## src/rtl/boot_pkg.sv

```systemverilog
// ---------------------------------------------------------------------------
// boot_pkg
// Shared definitions for the warm-reboot controller: bus register indices,
// unlock key bytes, reset constants and the controller state encoding.
// The state encoding is visible to software through STATUS[2:0], so the
// numeric values are part of the register interface.
// ---------------------------------------------------------------------------
package boot_pkg;

  // Word register indices on the memory-mapped bus
  localparam logic [3:0] REG_ADDR   = 4'h0;
  localparam logic [3:0] REG_KEY    = 4'h1;
  localparam logic [3:0] REG_CTRL   = 4'h2;
  localparam logic [3:0] REG_DELAY  = 4'h3;
  localparam logic [3:0] REG_STATUS = 4'h4;
  localparam logic [3:0] REG_ERRCLR = 4'h5;

  // Two-step unlock sequence written to KEY
  localparam logic [7:0] KEY_UNLOCK = 8'h5A;
  localparam logic [7:0] KEY_ARM    = 8'hA5;

  localparam logic [15:0] DELAY_RESET = 16'h0100;

  typedef enum logic [2:0] {
    ST_IDLE  = 3'd0,
    ST_UNLK  = 3'd1,
    ST_ARMED = 3'd2,
    ST_DELAY = 3'd3,
    ST_FIRE  = 3'd4,
    ST_DONE  = 3'd5,
    ST_ERROR = 3'd6
  } boot_state_e;

  // A key only matches when the full word equals the zero-extended key byte,
  // so stray upper bits never unlock the controller.
  function automatic logic key_match(input logic [31:0] data, input logic [7:0] key);
    return (data == {24'h000000, key});
  endfunction

endpackage

```

## src/rtl/sync_2ff.sv

```systemverilog
// ---------------------------------------------------------------------------
// sync_2ff
// Two-flop synchronizer bringing a single asynchronous level into the
// mem_clk domain.
//   mem_clk : destination clock
//   rst_n   : asynchronous active-low reset, both flops clear to 0
//   d_i     : asynchronous input level
//   q_o     : synchronized level (two mem_clk cycles of latency)
// ---------------------------------------------------------------------------
module sync_2ff (
  input  logic mem_clk,
  input  logic rst_n,
  input  logic d_i,
  output logic q_o
);

  logic meta_q;
  logic sync_q;

  // Metastability chain: first flop may go metastable, second one resolves it
  always_ff @(posedge mem_clk or negedge rst_n) begin
    if (!rst_n) begin
      meta_q <= 1'b0;
      sync_q <= 1'b0;
    end else begin
      meta_q <= d_i;
      sync_q <= meta_q;
    end
  end

  assign q_o = sync_q;

endmodule

```

## src/rtl/reboot_ctrl.sv

```systemverilog
// ---------------------------------------------------------------------------
// reboot_ctrl
// Software-controlled warm-reboot requester. Software loads a flash address,
// unlocks with a two-word key sequence, then writes GO. After a programmable
// delay the controller raises reboot towards the ICAP sequencer and waits
// for its acknowledge (rising edge of icap_busy). A missing acknowledge
// raises a sticky error interrupt.
//   mem_clk, rst_n          : clock, asynchronous active-low reset
//   mem_valid/addr/wdata/wstrb : zero-wait-state register bus (full-word writes)
//   mem_ready, mem_rdata    : access complete, read data (0 when idle)
//   icap_busy               : asynchronous acknowledge from the ICAP domain
//   spi_addr                : registered warm-boot flash address
//   reboot                  : registered reboot request level
//   irq                     : level interrupt mirroring the sticky error flag
// ---------------------------------------------------------------------------
module reboot_ctrl
  import boot_pkg::*;
#(
  parameter logic [23:0] DEFAULT_ADDR = 24'h080000,
  parameter int          ACK_TIMEOUT  = 1024
) (
  input  logic        mem_clk,
  input  logic        rst_n,
  input  logic        mem_valid,
  input  logic [3:0]  mem_addr,
  input  logic [31:0] mem_wdata,
  input  logic [3:0]  mem_wstrb,
  output logic        mem_ready,
  output logic [31:0] mem_rdata,
  input  logic        icap_busy,
  output logic [23:0] spi_addr,
  output logic        reboot,
  output logic        irq
);

  localparam int TMO_W = (ACK_TIMEOUT > 1) ? $clog2(ACK_TIMEOUT) : 1;
  localparam logic [TMO_W-1:0] TMO_LAST = TMO_W'(ACK_TIMEOUT - 1);

  boot_state_e      state_q, state_d;
  logic [15:0]      dcnt_q, dcnt_d;
  logic [TMO_W-1:0] tmo_q, tmo_d;
  logic [23:0]      addr_q;
  logic [15:0]      delay_q;
  logic             err_q, err_d;
  logic             reboot_q, reboot_d;
  logic             busy_prev_q;

  logic busy_sync_s;
  logic ack_s;
  logic locked_s;
  logic wr_s;
  logic key_wr_s;
  logic go_wr_s;
  logic errclr_s;
  logic addr_wr_s;
  logic delay_wr_s;

  sync_2ff u_busy_sync (
    .mem_clk (mem_clk),
    .rst_n   (rst_n),
    .d_i     (icap_busy),
    .q_o     (busy_sync_s)
  );

  // Acknowledge is the rising edge of the synchronized busy level
  assign ack_s = busy_sync_s & ~busy_prev_q;

  assign locked_s   = (state_q != ST_IDLE);
  assign wr_s       = mem_valid & (&mem_wstrb);
  assign key_wr_s   = wr_s & (mem_addr == REG_KEY);
  assign go_wr_s    = wr_s & (mem_addr == REG_CTRL) & mem_wdata[0];
  assign errclr_s   = wr_s & (mem_addr == REG_ERRCLR);
  assign addr_wr_s  = wr_s & (mem_addr == REG_ADDR) & ~locked_s;
  assign delay_wr_s = wr_s & (mem_addr == REG_DELAY) & ~locked_s;

  // State and sequencing counters
  always_ff @(posedge mem_clk or negedge rst_n) begin
    if (!rst_n) begin
      state_q <= ST_IDLE;
      dcnt_q  <= 16'h0000;
      tmo_q   <= '0;
    end else begin
      state_q <= state_d;
      dcnt_q  <= dcnt_d;
      tmo_q   <= tmo_d;
    end
  end

  // Next-state logic; any KEY write aborts before firing, and the abort is
  // checked ahead of the delay terminal count so it wins a same-cycle tie.
  always_comb begin
    state_d = state_q;
    dcnt_d  = dcnt_q;
    tmo_d   = tmo_q;
    case (state_q)
      ST_IDLE: begin
        if (key_wr_s && key_match(mem_wdata, KEY_UNLOCK)) begin
          state_d = ST_UNLK;
        end else begin
          state_d = ST_IDLE;
        end
      end
      ST_UNLK: begin
        if (key_wr_s) begin
          if (key_match(mem_wdata, KEY_ARM)) begin
            state_d = ST_ARMED;
          end else begin
            state_d = ST_IDLE;
          end
        end else begin
          state_d = ST_UNLK;
        end
      end
      ST_ARMED: begin
        if (key_wr_s) begin
          state_d = ST_IDLE;
        end else if (go_wr_s) begin
          state_d = ST_DELAY;
          dcnt_d  = delay_q;
        end else begin
          state_d = ST_ARMED;
        end
      end
      ST_DELAY: begin
        if (key_wr_s) begin
          state_d = ST_IDLE;
        end else if (dcnt_q == 16'h0000) begin
          state_d = ST_FIRE;
          tmo_d   = '0;
        end else begin
          dcnt_d = dcnt_q - 16'h0001;
        end
      end
      ST_FIRE: begin
        // Acknowledge checked first so one arriving in the last cycle still succeeds
        if (ack_s) begin
          state_d = ST_DONE;
        end else if (tmo_q == TMO_LAST) begin
          state_d = ST_ERROR;
        end else begin
          tmo_d = tmo_q + 1'b1;
        end
      end
      ST_DONE: begin
        state_d = ST_DONE;
      end
      ST_ERROR: begin
        state_d = ST_IDLE;
      end
      default: begin
        state_d = ST_IDLE;
      end
    endcase
  end

  // Output decode; reboot is derived from the next state so the registered
  // level tracks FIRE/DONE exactly, and error set dominates clear.
  always_comb begin
    reboot_d = (state_d == ST_FIRE) || (state_d == ST_DONE);
    if (state_q == ST_ERROR) begin
      err_d = 1'b1;
    end else if (errclr_s) begin
      err_d = 1'b0;
    end else begin
      err_d = err_q;
    end
  end

  // Software-visible registers, registered outputs and edge-detect history
  always_ff @(posedge mem_clk or negedge rst_n) begin
    if (!rst_n) begin
      addr_q      <= DEFAULT_ADDR;
      delay_q     <= DELAY_RESET;
      err_q       <= 1'b0;
      reboot_q    <= 1'b0;
      busy_prev_q <= 1'b0;
    end else begin
      if (addr_wr_s) begin
        addr_q <= mem_wdata[23:0];
      end
      if (delay_wr_s) begin
        delay_q <= mem_wdata[15:0];
      end
      err_q       <= err_d;
      reboot_q    <= reboot_d;
      busy_prev_q <= busy_sync_s;
    end
  end

  // Zero-wait-state read mux; idle bus reads as zero
  always_comb begin
    mem_rdata = 32'h0000_0000;
    if (mem_valid) begin
      case (mem_addr)
        REG_ADDR:   mem_rdata = {8'h00, addr_q};
        REG_DELAY:  mem_rdata = {16'h0000, delay_q};
        REG_STATUS: mem_rdata = {22'h000000, locked_s, err_q, 5'h00, state_q};
        default:    mem_rdata = 32'h0000_0000;
      endcase
    end else begin
      mem_rdata = 32'h0000_0000;
    end
  end

  assign mem_ready = mem_valid;
  assign spi_addr  = addr_q;
  assign reboot    = reboot_q;
  assign irq       = err_q;

endmodule
```

## config.mk

```make
export PLATFORM = sky130hd
export DESIGN_NAME = reboot_ctrl
export DESIGN_NICKNAME = d
export VERILOG_FILES = /design/src/rtl/boot_pkg.sv /design/src/rtl/sync_2ff.sv /design/src/rtl/reboot_ctrl.sv
export SDC_FILE = /design/constraint.sdc
export NUM_CORES = 1
export LEC_CHECK = 0
export BUFFER_PORTS_ARGS = -buffer_cell sky130_fd_sc_hd__buf_2
export CORE_MARGIN = 2
export CORE_UTILIZATION = 48
export DETAILED_ROUTE_END_ITERATION = 7
export PLACE_DENSITY = 0.77
export SLEW_MARGIN = 20
export SYNTH_ARGS = -nofsm -noshare
export SYNTH_HDL_FRONTEND = slang
export SYNTH_SLANG_ARGS = --single-unit
```

## constraint.sdc

```tcl
create_clock -name mem_clk -period 6.3 [get_ports mem_clk]
set_input_delay 0.945 -clock mem_clk [delete_from_list [all_inputs] [get_ports mem_clk]]
set_output_delay 0.945 -clock mem_clk [all_outputs]
set_load 0.1 [all_outputs]
```

==> results.md <==
- Seq cells post-synth: 74
- Synth Flop Type: dfrtp_1
- Placer congestion estimate: 0.883
- Synth Area per Inst: 10.4 sq um
- CTS H-tree depth: 3
- Hold WC Path Type: reg -> reg
- Die Span Y: 98.1 um
- Grt total ovfl: 0
- Initial antenna violation count: 0
- Simple-gate share of the synthesized area: 19.8%
- Final ANT Viol Nets: 0
- DRC: 0
- Std cell rows: 34
- Clk_lat worst skew: 0.35 ns
- Sequential share of the synthesized area: 43.6%
- # clock sinks: 74
- Die Width: 98.1 um
- Clock buffer depth: 2
- Total CTS buffers: 9
- DR WL/cell: 17.3 um
- Crit path top cell by count: buf_2
- Ys async rst share: 100%
- Dpl hpwl: 7510 um
- Largest net degree at the start of global routing: 75
- Die area: 9630 sq um
- Top cells by area, synth: dfrtp_1 42%, mux2_4 11%, mux2_2 4.0%, a21oi_1 3.3%, a22oi_1 3.2%
- Share of layout cells above drive strength 1: 36.2%
- Root Driver: clkbuf_8
- 1st-pass router iterations: 4
- Main combinational cell family by area after synthesis: simple AND/OR/NAND/NOR gates
- Netlist Area Pre-Place: 4250 sq um
- Synth-to-Final Area Change: 15.7%
- Compound-Gate Fraction of Synth Area: 14.9%
- Worst-path clk slew: 0.08 ns
- Yosys top cell by area: dfrtp_1
- Pre-CTS setup slack: 2.20 ns
- First-pass GRT wire length: 17100 um
- Max Slew Vio Count: 0
- # setup viols final: 0
- Endpoints failing hold: 0
- CP Max Fanout: 18
- Antenna diodes: 0
- Worst setup SP type: input pin
- Slew margin rel.: 36.5%
- Cells after Synth: 407
- Max IR drop VDD: 0.102 mV
- I/O pins: 103
- Top delay family on crit path: simple AND/OR/NAND/NOR gates
- RSZ-0062 raised after global routing: no
- Final setup skew: 0.0124 ns
- Starting DRC count in detailed routing: 254
- Slew at the pin with the worst max-slew slack: 0.952 ns
- Vias in the first global route: 3429
- Layout Nets: 539
- Min Clock Period, post-route: 4.09 ns
- Buf/Inv on CP: 2
- Crit path kind: in -> out
- Vias after detailed routing: 3530
- Warnings, synthesis: 0
- Starting Density: 49.2%
- Crit share post-route: 64.9%
- Port Buffer Count: 94
- Required @ worst endpoint: 5.35 ns
- Routed WL: 10500 um
- PwrDens: 188 nW/um^2
- Vias per cell: 5.83
- Setup slack after layout: 2.21 ns
- Post-synthesis mux area share: 15.0%
- Distinct cells, synth: 62
- Adder-Cell Fraction of Synth Area: 0.883%
- Critical path, cell by cell: buf_2 -> nand2b_1 -> nor3b_4 -> o21ai_1 -> nor2_1 -> buf_2
- Slowest cell on the critical path: nor3b_4
- MaxCap Viol Count: 0
- Post-synth EDFFs: 0
- FMAX: 245 MHz
- CP endpoint kind: primary output
- Worst path max stage delay: 0.64 ns
- Core area: 8640 sq um
- Multi-input logic area: 2200 sq um
- Worst R2R Setup Slack: 3.77 ns
- Crit path DAT: 3.14 ns
- Setup TNS: 0 ns
- Hold-fix buffers at CTS: 0
- Area occupied by registers: 1850 sq um
- Xor/xnor cell area share of the yosys netlist: 0%
- Status: finished clean
- Setup repair bufs after CTS: 0
- P_leak: 2.35 nW
- Post-CTS Resized: 0
- GRT Total Usage: 22.0%
- Fill count: 734
- Synth top area share: 42.4%
- CTS tree: done
[flip-flops by register name, indices dropped and copies added, names as in the netlist]
| name | flops |
|---|---|
| dcnt_q | 16 |
| delay_q | 16 |
| spi_addr | 24 |
| u_busy_sync.q_o | 1 |
| busy_prev_q | 1 |
| u_busy_sync.meta_q | 1 |
| tmo_q | 10 |
| state_q | 3 |
| irq | 1 |
| reboot | 1 |
[cells in the final DEF, fill, tap and decap left out, types with 11 or more instances in the layout]
cell / count
o21ai_0: 19
a21oi_1: 28
inv_1: 12
dfrtp_1: 72
buf_2: 94
mux2_4: 30
a22oi_1: 18
nand3_1: 12
mux2_2: 15
and3_1: 11
nand4_1: 11
nor2_1: 24
nand2_1: 22
[area by class of cell]
cell class / count / share of cell area (%)
multi-input cells: 299 / 44.8
flip-flops and latches: 74 / 37.7
repair buffers: 96 / 9.87
clock buffers: 11 / 2.87
well taps: 108 / 2.75
clock inverters: 5 / 1.12
inverters: 12 / 0.916
[report_power, final]
part	total [W]	switching, W	internal, W
clock	0.000368	0.000176	0.000193
sequential	0.000477	0.000000930	0.000476
combinational	0.0000794	0.0000614	0.0000180
[cells in the mapped netlist (4+ instances only)]
| cell | n |
|---|---|
| dfrtp_1 | 72 |
| mux2_4 | 30 |
| a21oi_1 | 28 |
| nor2_1 | 25 |
| nand2_1 | 22 |
| o21ai_0 | 19 |
| a22oi_1 | 18 |
| mux2_2 | 15 |
| inv_1 | 12 |
| nand3_1 | 12 |
| and3_1 | 11 |
| nand4_1 | 11 |
| nor4_1 | 10 |
| buf_4 | 9 |
| clkbuf_1 | 9 |
| nor2b_1 | 9 |
| nor3_1 | 8 |
| buf_2 | 6 |
| or2_2 | 5 |
| a21o_1 | 4 |
| buf_6 | 4 |
[kinds of logic after synthesis]
| family | Yosys count |
|---|---|
| buffers and inverters | 41 |
| DFF | 74 |
| and+or+nand+nor | 144 |
| AOI/OAI and AO/OA | 97 |
| muxes | 47 |
| other | 1 |
| adders and majority gates | 3 |
[through the flow]
stage	cell area, sq um	hold WS [ns]	utilization [%]	power [W]	std cells
3_3_place_gp	4710	0.340	54.5	0.000565	589
2_1_floorplan	4280	0.331	-	0.000536	414
6_report	4920	0.358	57.0	0.000925	605
5_1_grt	4920	0.375	57.0	0.000954	605
3_5_place_dp	4710	0.347	54.5	0.000566	589
4_1_cts	4910	0.362	56.8	0.000929	605
[metal layers]
layer	wire length, um	vias to the layer above	track usage [%]
met5	0	-	0
met4	126	0	6.20
met3	662	11	3.29
met2	5280	138	38.5
met1	4400	1720	28.6
li1	-	1661	-
[final timing paths]
kind / start / to / cells past startpoint
max: mem_addr[2] / mem_rdata[4] / 6
max in group asynchronous: rst_n / spi_addr[6] / 2
max reg2reg: state_q[1] / delay_q[5] / 4
min reg2reg: u_busy_sync.meta_q / u_busy_sync.q_o / 0
min in group asynchronous: rst_n / irq / 2
min: u_busy_sync.meta_q / u_busy_sync.q_o / 0
(Power assumes the default switching activity.)
